--- src/rtl/instruction_fetch_unit.sv ---
// Program-memory fetch stage: PC, read strobe/address, IR latch. Word captured on the edge ending its address cycle.
// Stall holds PC/IR with the address stable; redirect squashes; HALT_WORD halts. Optional `STATIC_BRANCH_EN follows "ba" at fetch.
module instruction_fetch_unit #(
  parameter int                       DATAWIDTH_BUS = 32,
  parameter logic [DATAWIDTH_BUS-1:0] RESET_PC      = 32'h0000_0800,
  parameter logic [DATAWIDTH_BUS-1:0] HALT_WORD     = 32'h0000_0000
) (
  input  logic                     CLOCK_50,
  input  logic                     RESET_InHigh,
  input  logic                     fetch_Stall_In,
  input  logic                     fetch_Redirect_In,
  input  logic [DATAWIDTH_BUS-1:0] fetch_Target_In,
  input  logic [DATAWIDTH_BUS-1:0] fetch_MemData_In,
  output logic                     fetch_MemRD_Out,
  output logic                     fetch_MemWR_Out,
  output logic [DATAWIDTH_BUS-1:0] fetch_Address_Out,
  output logic [DATAWIDTH_BUS-1:0] fetch_IR_Out,
  output logic [DATAWIDTH_BUS-1:0] fetch_IRPC_Out,
  output logic                     fetch_IRValid_Out,
  output logic                     fetch_Halted_Out
);

  typedef enum logic [1:0] {
    S_IDLE  = 2'd0,
    S_FETCH = 2'd1,
    S_HALT  = 2'd2
  } state_t;

  localparam logic [DATAWIDTH_BUS-1:0] PC_STEP    = DATAWIDTH_BUS'(4);
  localparam logic [DATAWIDTH_BUS-1:0] ALIGN_MASK = ~DATAWIDTH_BUS'(3);

  state_t                   state;
  logic [DATAWIDTH_BUS-1:0] pc;
  logic [DATAWIDTH_BUS-1:0] ir;
  logic [DATAWIDTH_BUS-1:0] irpc;
  logic                     ir_valid;
  logic                     halted;
  logic [DATAWIDTH_BUS-1:0] target_aligned;
  logic [DATAWIDTH_BUS-1:0] seq_pc;

  assign target_aligned = fetch_Target_In & ALIGN_MASK;

`ifdef STATIC_BRANCH_EN
  // "ba": op=00, cond=1000, op2=010; displacement is a signed word count.
  logic                     is_ba;
  logic [DATAWIDTH_BUS-1:0] ba_disp;

  assign is_ba   = (fetch_MemData_In[31:30] == 2'b00) &&
                   (fetch_MemData_In[28:25] == 4'b1000) &&
                   (fetch_MemData_In[24:22] == 3'b010);
  assign ba_disp = {{(DATAWIDTH_BUS-24){fetch_MemData_In[21]}}, fetch_MemData_In[21:0], 2'b00};
  assign seq_pc  = is_ba ? (pc + ba_disp) : (pc + PC_STEP);
`else
  assign seq_pc  = pc + PC_STEP;
`endif

  always_ff @(posedge CLOCK_50 or posedge RESET_InHigh) begin
    if (RESET_InHigh) begin
      state    <= S_IDLE;
      pc       <= RESET_PC;
      ir       <= '0;
      irpc     <= '0;
      ir_valid <= 1'b0;
      halted   <= 1'b0;
    end else begin
      case (state)
        S_IDLE: begin
          state <= S_FETCH;
          if (fetch_Redirect_In) pc <= target_aligned;
        end
        S_FETCH: begin
          if (fetch_Redirect_In) begin
            pc       <= target_aligned;
            ir_valid <= 1'b0;
          end else if (fetch_Stall_In) begin
            // hold everything so the decoder sees the same IR next cycle
          end else if (fetch_MemData_In == HALT_WORD) begin
            ir       <= HALT_WORD;
            ir_valid <= 1'b0;
            halted   <= 1'b1;
            state    <= S_HALT;
          end else begin
            ir       <= fetch_MemData_In;
            irpc     <= pc;
            ir_valid <= 1'b1;
            pc       <= seq_pc;
          end
        end
        S_HALT: begin
          if (fetch_Redirect_In) begin
            pc     <= target_aligned;
            halted <= 1'b0;
            state  <= S_FETCH;
          end
        end
        default: begin
          state    <= S_IDLE;
          ir_valid <= 1'b0;
          halted   <= 1'b0;
        end
      endcase
    end
  end

  // Memory-side strobes decode only state and PC, never the returned data.
  assign fetch_MemRD_Out   = (state == S_FETCH);
  assign fetch_MemWR_Out   = 1'b0;
  assign fetch_Address_Out = pc;
  assign fetch_IR_Out      = ir;
  assign fetch_IRPC_Out    = irpc;
  assign fetch_IRValid_Out = ir_valid;
  assign fetch_Halted_Out  = halted;

endmodule

--- config.mk ---
export PLATFORM = sky130hd
export DESIGN_NAME = instruction_fetch_unit
export DESIGN_NICKNAME = d
export VERILOG_FILES = /design/src/rtl/instruction_fetch_unit.sv
export SDC_FILE = /design/constraint.sdc
export NUM_CORES = 1
export LEC_CHECK = 0
export BUFFER_PORTS_ARGS = -buffer_cell sky130_fd_sc_hd__buf_2
export CORE_MARGIN = 5
export CORE_UTILIZATION = 45
export DETAILED_ROUTE_END_ITERATION = 7
export GPL_TIMING_DRIVEN = 0
export PLACE_DENSITY = 0.77
export RECOVER_POWER = 50
export SETUP_SLACK_MARGIN = 0.2
export SLEW_MARGIN = 20
export SYNTH_ARGS = -nofsm -noshare
export SYNTH_HDL_FRONTEND = slang
export SYNTH_SLANG_ARGS = --single-unit
--- constraint.sdc ---
create_clock -name CLOCK_50 -period 2.6 [get_ports CLOCK_50]
set_input_delay 0.13 -clock CLOCK_50 [delete_from_list [all_inputs] [get_ports CLOCK_50]]
set_output_delay 0.13 -clock CLOCK_50 [all_outputs]
set_load 0.005 [all_outputs]
==> impl_summary.md, run 1 <==
Status
The run finished with clean final reports.

Setup path
The timing endpoint of the critical path is fetch_Address_Out[18]. The peak per-stage delay on the critical path is 0.47 ns. The register-to-register path setup slack is 0.30 ns. The endpoint identified for the worst register-to-register timing path is fetch_Address_Out[18]. Walking the worst path, the cells encountered are ha_1, and4_1, nand2_1, nor2_2, nand2_1, a2bb2oi_1, o21ai_0. The critical path crosses 7 cells after its start point.

Together, buffers and inverters on the worst path number 0. For the worst setup path, the data required time is 2.87 ns. The critical path's slowest cell is dfrtp_1.

The critical path startpoint is fetch_Address_Out[3]. Along the worst path, the maximum fanout reaches 7. STA classifies the critical path startpoint as a flip-flop. The worst setup path is captured at a flip-flop. The beginning of the worst register-to-register path is fetch_Address_Out[3]. The cell count of the worst reg-to-reg path is 7. The most frequent cell on the critical path is nand2_1. The cell family with the largest share of critical-path delay is simple AND/OR/NAND/NOR gates.

The worst path arrival time is 2.58 ns. The setup path with the least slack is of type reg -> reg.

Power
In this run the static leakage power is 2.54 nW. IR analysis of the VDD net gives a maximum drop of 0.284 mV. The post-route total power is 3.69 mW. For this design the ratio of total power to cell area is 644 nW/µm².

Synthesis
Counting flops and latches in the post-synthesis netlist gives 96. Of the post-synthesis cell area, the dominant cell type holds 53.2%. The biggest area consumer among synthesized cells is dfrtp_1. Yosys printed 0 warnings. The post-synthesis average cell area is 11.0 µm².

The sequential-to-total area share from yosys stat is 53.7%. Synthesis instantiated 43 different standard cells from the library. After synthesis, the cell types taking the most area are dfrtp_1, mux2_2, a21oi_1.

Synthesis produced 407 cells. Summing every instance area after synthesis gives 4470 µm².

Worst hold path
The min-delay analysis places its worst path in the category in -> reg. The worst hold path was traced through 2 stages.

Clocking
TritonCTS built the clock tree. Clock tree synthesis inserted a total of 9 buffers. After clock tree synthesis, the clock-pin slew on the worst setup and hold paths is 0.10 ns. The cell chosen for the clock root is clkbuf_8. Counting every sink on the clock net gives 96. The clock insertion delay at the later pin of the skew report is 0.37 ns. The clock tree synthesis step divided the H-tree into 3 levels. The number of buffers on the longest clock path is 2.

Placed design
Before CTS, the worst setup slack after placement is 0.208 ns. The HPWL after detailed placement is 9.53 mm. The count of buffers added on input and output ports is 159. The routability congestion estimate from global placement is 0.922.

Drt
After detailed routing, the number of remaining DRC violations is 0. The routed length per instance is 17.8 µm. The number of detailed-route iterations in the first pass is 5. For this block, the initial DRC count from the detailed router was 249. The routed wire length is 13.0 mm. The final antenna-violating net count is 0. The number of vias per cell is 5.55. The final route contains 4077 vias.

Finish
Cells fill 58.8% of the core in the end. The number of nets in the finished design is 662. In the layout the commonest cells are buf_2, dfrtp_1, mux2_2.

The leading cell type in the layout, fill and taps excluded is buf_2. The relative area change from synthesis to final layout is 28.0%. The number of filler instances in the final layout is 918. In the final layout, the share of cells above drive strength 1 is 37.1%.

STA
In the final timing run, aggregate negative setup slack is 0 ns. For this run, the top clock speed supported by timing is 434 MHz. Across all hold checks on the routed design, the worst slack comes to 0.0144 ns. After layout, the worst path uses 88.6% of the clock period.

The max-slew violation total from the final report came to 0. The transition time at the pin with the least slew margin is 1.31 ns. The final critical-path required period is 2.30 ns. The worst clock skew is 0.0105 ns. Setup violations remaining at the end of the flow were counted as 0. The number of failing hold endpoints at the final stage came to 0. In the post-route analysis, the smallest setup slack over all paths is 0.296 ns. Setup repair after global routing could not meet its margin everywhere. The worst-case headroom to the max-slew limit is 12.0%.

Die
Pin placement for this block handled 168 I/O pins. The die is 110 µm wide. For this configuration, the core starts out at a cell density of 46.0%. The floorplan step defined a die boundary enclosing 12000 µm². The initialized floorplan defines 36 standard-cell rows. The core area is 9730 µm².

The die height is 110 µm.

Global routing
Across every metal layer, demand over resource in global routing totals 22.0%. The initial antenna violation count is 3. The pin count of the biggest net entering global routing is 37. The number of global-route vias before repair was 4066. The total congestion overflow is 0. The first global-routing pass estimated 20.4 mm of wire.

Run
The number of max-cap violations is 0.
## power by group
part,switching [mW],internal (mW)
clock network,0.521,0.440
registers,0.197,1.74
logic,0.382,0.411
## synth_stat cells (all sizes together)
library cell / n
a21boi: 2
a21o: 1
a21oi: 32
a221oi: 1
a22oi: 2
a2bb2oi: 9
a31oi: 6
a32oi: 2
and2: 2
and3: 7
and4: 3
and4b: 1
buf: 7
clkbuf: 19
conb: 1
dfrtp: 95
dfstp: 1
ha: 1
inv: 6
mux2: 62
mux2i: 1
nand2: 31
nand3: 14
nand4: 7
nor2: 28
nor3: 5
nor4: 9
nor4b: 2
o21a: 2
o21ai: 32
o22a: 2
o22ai: 9
o2bb2ai: 2
o31a: 1
o32ai: 1
or4: 1
## worst min path at each step
stage / to / startpoint
after floorplan: fetch_Address_Out[3] / fetch_Target_In[3]
after global placement: fetch_IR_Out[3] / fetch_MemData_In[3]
after detailed placement: fetch_IRPC_Out[7] / RESET_InHigh
after CTS: fetch_IR_Out[6] / fetch_MemData_In[6]
after global routing: fetch_IR_Out[5] / fetch_MemData_In[5]
final: fetch_IR_Out[3] / fetch_MemData_In[3]
## per-stage QoR
stage	instance area (µm²)	instances
2_1_floorplan	4490	411
3_3_place_gp	5450	703
3_5_place_dp	5490	705
4_1_cts	5770	730
5_1_grt	5720	734
6_report	5720	734
## logic make-up after synthesis
group	Yosys count	synth area share (%)
AOI/OAI and AO/OA	104	14.1
adders and majority gates	1	0.280
buffers and inverters	32	3.27
DFF	96	53.7
muxes	63	15.8
other	1	0.0839
and+or+nand+nor	110	12.7
## worst register-to-register path, stage by stage (launching register included)
cell       delay, ns
dfrtp_1         0.47
ha_1            0.26
and4_1          0.33
nand2_1         0.20
nor2_2          0.34
nand2_1         0.19
a2bb2oi_1       0.20
o21ai_0         0.22
## sequential cells by signal (all words and copies together), names as in the netlist
| signal | count |
|---|---|
| fetch_Address_Out | 30 |
| fetch_IRPC_Out | 30 |
| fetch_IR_Out | 32 |
| fetch_Halted_Out | 1 |
| state | 2 |
| fetch_IRValid_Out | 1 |
## routing by layer
layer / global-route usage, % / share of wire, % / vias up
li1: - / - / 1868
met4: 11.8 / 3.2 / 0
met3: 3.64 / 6.7 / 31
met5: 0 / 0 / -
met1: 28.3 / 40 / 2003
met2: 35.6 / 50 / 175
## repair_timing
item                       in CTS  in global routing
hold buffers                    9                  1
setup endpoints to repair       0                 61
setup buffers                   0                  0
gates resized for setup         0                 15
hold endpoints to repair       35                  1
## final cells by class
cell class	count	area, µm²	share of cell area, %
flip-flops and latches	96	2400	42.0
multi-input cells	283	1950	34.1
repair buffers	171	852	14.9
well taps	133	166	2.91
plain buffers	26	131	2.30
clock buffers	10	128	2.23
clock inverters	6	60.1	1.05
inverters	6	23.8	0.415
diodes	3	7.51	0.131
No activity file was read; power rests on OpenSTA's default activity.
==> run 2: changes to the inputs <==
- CORE_UTILIZATION: 45 -> 49
- CTS_BUF_LIST: not set -> sky130_fd_sc_hd__clkbuf_8 sky130_fd_sc_hd__clkbuf_16
- HOLD_SLACK_MARGIN: not set -> 0.06
- PLACE_DENSITY: 0.77 -> 0.8
- clock period: 2.6 -> 2.4 ns (I/O delays scaled with it)
==> impl_summary.md, run 2 (same netlist as run 1, synthesis figures left out) <==
Worst hold path
The start point of the worst hold path is fetch_Target_In[31] (was fetch_MemData_In[3]). The hold-critical path depth came to 3 (was 2). The worst min-delay path class is in -> reg (unchanged). The worst-case hold path end point is fetch_Address_Out[31] (was fetch_IR_Out[3]).

Finish
The leading cell type in the layout, fill and taps excluded is buf_2 (unchanged). The relative area change from synthesis to final layout is 38.1% (was 28.0%). The ratio of cells with drive above 1 in the final layout was 39.0% (was 37.1%). The share of the core filled with cells came to 70.1% (was 58.8%). The number of nets in the finished design is 703 (was 662).

The count of antenna diodes in the layout is 0 (was 3). The flip-flop count of the largest register after layout is 32 (unchanged). The number of filler instances in the final layout is 685 (was 918). The post-route standard cell area excluding fillers was 6170 µm² (was 5720 µm²). The post-layout instance count excluding filler cells was 747 (was 734). Most frequent cells in the layout: buf_2, dfrtp_1, mux2_2 (unchanged).

Power
The worst ir drop on vdd was 0.488 mV (was 0.284 mV). The total internal power is 2.97 mW (was 2.59 mW). The net switching fraction of the power is 29.4% (was 29.8%). The part of the power in combinational logic is 22.6% (was 21.5%). The relative contribution of sequential cells to total power is 49.8% (was 52.4%).

The post-route total power is 4.22 mW (was 3.69 mW). The switching power total is 1.24 mW (was 1.10 mW). The leakage power is 2.76 nW (was 2.54 nW). The power density of the placed cells is 683 nW/µm² (was 644 nW/µm²).

The part of the total power dissipated in the clock network is 27.5% (was 26.1%).

Clocking
The number of CTS-inserted buffers is 9 (unchanged). The maximum level of the CTS H-tree was 3 (unchanged). The number of sinks driven by the clock tree is 96 (unchanged). The post-CTS clock slew at the launch and capture registers of the worst setup and hold paths is 0.09 ns (was 0.10 ns). The clock insertion delay at the later pin of the skew report is 0.37 ns (about the same). The cell chosen for the clock root is clkbuf_8 (unchanged). The number of buffers on the longest clock path was 2 (unchanged). The clock tree from TritonCTS is yes (unchanged).

STA
The max-slew violation total from the final report is 0 (unchanged). The worst clock skew was 0.0174 ns (was 0.0105 ns). The number of failing hold endpoints at the final stage is 0 (unchanged). The fraction of the cycle the final worst path needs is 91.3% (was 88.6%). Unrepaired setup endpoints after global routing: false (was true). The final total negative setup slack was 0 ns (unchanged). The minimum setup slack in the final design is 0.209 ns (was 0.296 ns). The worst-case headroom to the max-slew limit was 7.34% (was 12.0%). The worst hold slack is 0.0725 ns (was 0.0144 ns). The maximum clock frequency is 456 MHz (was 434 MHz). The number of failing setup endpoints in the final timing report was 0 (unchanged).

The transition time at the pin with the least slew margin is 1.38 ns (was 1.31 ns). The final critical-path required period was 2.19 ns (was 2.30 ns).

Die
The die height is 106 µm (was 110 µm). The floorplan die area is 11100 µm² (was 12000 µm²). The core area came to 8810 µm² (was 9730 µm²). The initial cell density of the core is 50.8% (was 46.0%).

The floorplan die width is 106 µm (was 110 µm). The number of top-level pins is 168 (unchanged). The number of cell rows is 34 (was 36).

Setup path
The startpoint type of the worst setup path is a flip-flop (unchanged). The endpoint kind of the worst setup timing path is a flip-flop (unchanged). The beginning of the worst register-to-register path is fetch_Address_Out[3] (unchanged).

The highest fanout seen on the critical path is 6 (was 7). The worst path arrival time is 2.45 ns (was 2.58 ns). The critical path start-end classification is reg -> reg (unchanged). The reg-to-reg endpoint was fetch_Address_Out[29] (was fetch_Address_Out[18]).

The critical path startpoint is fetch_Address_Out[3] (unchanged). The cell count of the worst reg-to-reg path is 7 (unchanged). The register-to-register path setup slack is 0.21 ns (was 0.30 ns). The worst endpoint required time is 2.66 ns (was 2.87 ns).

Placed design
The routability congestion estimate from global placement is 0.868 (was 0.922). The count of buffers inserted at the top-level ports is 159 (unchanged). The cell area after placement came to 5460 µm² (was 5490 µm²).

The number of cells in the design after placement is 680 (was 705). The half-perimeter wire length of the detailed placement result is 9.69 mm (was 9.53 mm). The worst slack at placement is 0.0656 ns (was 0.208 ns).

Global routing
The first-pass GRT wire length was 22.5 mm (was 20.4 mm). The initial antenna violation count was 0 (was 3). The met2 usage is 41.4% (was 35.6%).

The global-route met1 utilization is 32.0% (was 28.3%). The number of global-route vias before repair came to 4478 (was 4066). The total congestion overflow is 0 (unchanged).

The highest-utilization routing layer at the global route stage is met2 (unchanged). The pin count of the biggest net entering global routing is 37 (unchanged). The met3 capacity usage during global routing is 4.52% (was 3.64%). The overall global routing resource usage is 25.0% (was 22.0%).

Drt
The number of detailed-route iterations in the first pass is 5 (unchanged). The routed wire length is 13.9 mm (was 13.0 mm). The initial DRC count is 448 (was 249).

The routed length per instance is 18.6 µm (was 17.8 µm). The total via count after detailed routing is 4351 (was 4077). The number of vias per cell is 5.82 (was 5.55). The number of remaining DRC errors was 0 (unchanged). The final antenna-violating net count is 0 (unchanged).

Status
Run status: finished, final reports clean (unchanged).

Run
The number of max-cap violations is 0 (unchanged).
==> run 2: changes by cell type in the layout (fill, tap and decap cells not counted), moves of 3 or more <==
| cell | delta |
|---|---|
| nor2_1 | -3 |
| dfrtp_2 | +5 |
| diode_2 | -3 |
| dfrtp_1 | -5 |
| nor2_4 | +3 |
| buf_4 | +14 |
| dlygate4sd3_1 | +27 |
==> run 2: metal layers <==
metal	vias to the layer above	wire, µm
met2	242	7030
met3	43	1030
li1	1951	-
met4	0	442
met1	2115	5420
met5	-	0
==> run 2: power by group through the flow <==
stage / combinational (mW) / sequential, mW / clock, mW
floorplan: 0.417 / 2.11 / 0
global placement: 0.860 / 2.10 / 0
detailed placement: 0.895 / 2.12 / 0
CTS: 0.945 / 2.09 / 1.18
global route: 1.05 / 2.14 / 1.26
finish: 0.953 / 2.10 / 1.16
==> run 2: how the worst max path moves through the flow <==
| stage | depth (start not counted) | to | slack (ns) |
|---|---|---|---|
| 2_1_floorplan | 7 | fetch_Address_Out[29] | 0.42 |
| 3_3_place_gp | 6 | fetch_IRPC_Out[20] | 0.09 |
| 3_5_place_dp | 6 | fetch_IRPC_Out[12] | 0.07 |
| 4_1_cts | 7 | fetch_Address_Out[29] | 0.12 |
| 5_1_grt | 7 | fetch_Address_Out[29] | 0.13 |
| 6_report | 7 | fetch_Address_Out[29] | 0.21 |
==> run 2: cell type report <==
cell class	instances	area (µm²)	area share, %
Sequential cell	96	2410	39.0
Clock inverter	7	88.8	1.44
Inverter	6	23.8	0.385
Tap cell	108	135	2.19
Clock buffer	9	124	2.01
Timing Repair Buffer	212	1260	20.3
Buffer	26	135	2.19
Multi-Input combinational cell	283	2000	32.4
==> run 2: worst max-delay path, stage by stage, from the launching register on <==
cell	delay, ns
dfrtp_1	0.46
nand2_2	0.14
nor3_4	0.29
and3_1	0.21
buf_6	0.13
nand2_4	0.05
or4_4	0.53
a221oi_2	0.26
==> run 2: timing repair <==
| item | CTS | global route |
|---|---|---|
| hold endpoints to repair | 62 | 0 |
| resized for setup | 7 | 32 |
| setup endpoints to repair | 47 | 89 |
| hold buffers | 37 | 0 |
| pin swaps | 0 | 2 |
| buffers inserted | 0 | 14 |
==> run 3: changes to the inputs <==
- CORE_UTILIZATION: 49 -> 45
- PLACE_DENSITY: 0.8 -> 0.76
- clock period: 2.4 -> 1.9 ns (I/O delays scaled with it)
==> impl_summary.md, run 3 (same netlist as run 1, synthesis figures left out) <==
Drt
The number of vias per cell is 5.53 (was 5.82). The final antenna-violating net count is 0 (unchanged). The number of remaining DRC errors came to 0 (unchanged). The routed length per instance was 18.8 µm (was 18.6 µm). The total via count after detailed routing is 4491 (was 4351). The initial DRC count was 369 (was 448).

The number of detailed-route iterations in the first pass is 5 (unchanged). The routed wire length is 15.3 mm (was 13.9 mm).

STA
Unrepaired setup endpoints after global routing: true (was false). The worst clock skew is 0.0131 ns (was 0.0174 ns). The maximum clock frequency is 520 MHz (was 456 MHz). The worst-case headroom to the max-slew limit is 29.3% (was 7.34%). The number of failing hold endpoints at the final stage is 0 (unchanged). The final critical-path required period is 1.92 ns (was 2.19 ns). The max-slew violation total from the final report came to 0 (unchanged). The transition time at the pin with the least slew margin is 1.05 ns (was 1.38 ns).

The number of failing setup endpoints in the final timing report was 1 (was 0). The fraction of the cycle the final worst path needs is 101% (was 91.3%). The minimum setup slack in the final design is -0.0243 ns (was 0.209 ns).

Finish
The multi-input logic area was 2180 µm² (was 2000 µm²). The post-route standard cell area excluding fillers is 6830 µm² (was 6170 µm²). The total area of sequential cells came to 2420 µm² (was 2410 µm²). The number of filler instances in the final layout came to 776 (was 685). The relative area change from synthesis to final layout is 52.8% (was 38.1%). The flip-flop count of the largest register after layout is 32 (unchanged). Most frequent cells in the layout: buf_2, dfrtp_1, mux2_2 (unchanged).

The leading cell type in the layout, fill and taps excluded was buf_2 (unchanged). The number of nets in the finished design is 742 (was 703). The ratio of cells with drive above 1 in the final layout came to 46.6% (was 39.0%).

Setup path
The startpoint type of the worst setup path was a flip-flop (unchanged). The endpoint kind of the worst setup timing path is a flip-flop (unchanged). The worst endpoint required time is 2.18 ns (was 2.66 ns). The highest fanout seen on the critical path was 6 (unchanged). The critical path start-end classification is reg -> reg (unchanged). The worst path arrival time is 2.20 ns (was 2.45 ns).

Die
The number of cell rows came to 36 (was 34). The number of top-level pins is 168 (unchanged). The core area was 9730 µm² (was 8810 µm²). The floorplan die width is 110 µm (was 106 µm). The floorplan die area was 12000 µm² (was 11100 µm²). The die height is 110 µm (was 106 µm). The initial cell density of the core is 46.0% (was 50.8%).

Global routing
The overall global routing resource usage is 25.1% (was 25.0%). The initial antenna violation count is 1 (was 0). The first-pass GRT wire length is 23.3 mm (was 22.5 mm). The total congestion overflow was 0 (unchanged). The number of global-route vias before repair was 4566 (was 4478). The pin count of the biggest net entering global routing was 29 (was 37).

Power
The worst ir drop on vdd was 0.420 mV (was 0.488 mV). The power density of the placed cells is 797 nW/µm² (was 683 nW/µm²). The leakage power was 3.08 nW (was 2.76 nW). The post-route total power is 5.45 mW (was 4.22 mW).

Clocking
The clock tree from TritonCTS is yes (unchanged). The clock insertion delay at the later pin of the skew report is 0.36 ns (was 0.37 ns). The cell chosen for the clock root was clkbuf_8 (unchanged). The number of sinks driven by the clock tree is 96 (unchanged). The number of buffers on the longest clock path is 2 (unchanged). The maximum level of the CTS H-tree is 3 (unchanged).

The post-CTS clock slew at the launch and capture registers of the worst setup and hold paths is 0.10 ns (was 0.09 ns). The number of CTS-inserted buffers is 9 (unchanged).

Worst hold path
The worst min-delay path class is in -> reg (unchanged).

Placed design
The cell area after placement was 5570 µm² (was 5460 µm²). The count of buffers inserted at the top-level ports is 159 (unchanged). The routability congestion estimate from global placement was 0.844 (was 0.868).

The half-perimeter wire length of the detailed placement result is 9.67 mm (was 9.69 mm).

Status
Run status: complete, but fails checks (was finished, final reports clean). The final reports fail on setup timing.

Run
The number of max-cap violations is 0 (unchanged).
run 3: cell types whose count changed in the layout (fill, tap and decap cells not counted), moves of 5 or more:
cell,delta
mux2_4,+8
o21ai_0,-10
o21ai_1,+9
nand2_1,-5
clkbuf_1,-7
mux2_2,-8
buf_8,+7
dfrtp_1,-9
dlygate4sd3_1,+12
dfrtp_2,+9
buf_4,+20
run 3: final timing paths:
kind / startpoint / endpoint / slack (ns) / cells past startpoint
max reg2reg: fetch_Address_Out[3] / fetch_Address_Out[29] / -0.02 / 7
max in group asynchronous: RESET_InHigh / fetch_Address_Out[7] / 0.27 / 4
min reg2reg: fetch_IRPC_Out[19] / fetch_IRPC_Out[19] / 0.51 / 1
min: fetch_Target_In[20] / fetch_Address_Out[20] / 0.07 / 3
max: fetch_Address_Out[3] / fetch_Address_Out[29] / -0.02 / 7
min in group asynchronous: RESET_InHigh / fetch_IR_Out[1] / 0.45 / 3
run 3: per-stage QoR:
step / instances / hold WS, ns / setup TNS, ns / setup slack, ns / util, %
CTS: 796 / 0.0606 / 0 / 0.0344 / 68.4
global placement: 703 / 0.344 / -9.89 / -0.340 / 56.6
detailed placement: 706 / 0.177 / -11.15 / -0.346 / 57.3
floorplan: 411 / 0.245 / 0 / 0.0467 / -
global route: 812 / 0.0681 / -0.756 / -0.0885 / 70.2
finish: 812 / 0.0678 / -0.0243 / -0.0243 / 70.2
run 3: what timing repair did:
item / 4_1_cts / 5_1_grt
cloned: 3 / 0
setup buffers: 25 / 12
endpoints found under the setup margin: 90 / 90
endpoints found under the hold margin: 64 / 3
gates resized for setup: 62 / 56
hold buffers: 46 / 3
pin swaps: 16 / 13
run 3: layout make-up:
cell class / count / share of cell area (%)
clock buffers: 11 / 2.22
multi-input cells: 283 / 31.9
flip-flops and latches: 96 / 35.4
well taps: 133 / 2.44
repair buffers: 251 / 23.8
clock inverters: 5 / 0.696
inverters: 6 / 0.385
diodes: 1 / 0.0366
plain buffers: 26 / 3.08
run 3: where the power goes:
part	leakage, nW	total, mW	internal [mW]	switching, mW
logic	1.87	1.42	0.764	0.654
clock network	0.112	1.38	0.669	0.712
registers	1.10	2.65	2.39	0.264
total	3.08	5.45	3.82	1.63
run 3: worst max-delay path, cell delays in order, from the launching register on:
cell	delay (ns)
dfrtp_2	0.43
nand2_4	0.08
nor3_4	0.30
and3_4	0.24
buf_6	0.10
nand2_4	0.04
or4_4	0.42
a221oi_2	0.23
run 3: metal layers:
layer  up-vias  global-route usage, %  wire length [µm]
li1       2025                      -                 -
met4         0                   11.6               548
met3        46                   4.17               981
met5         -                      0                 0
met2       226                   41.2              7690
met1      2194                   32.6              6050
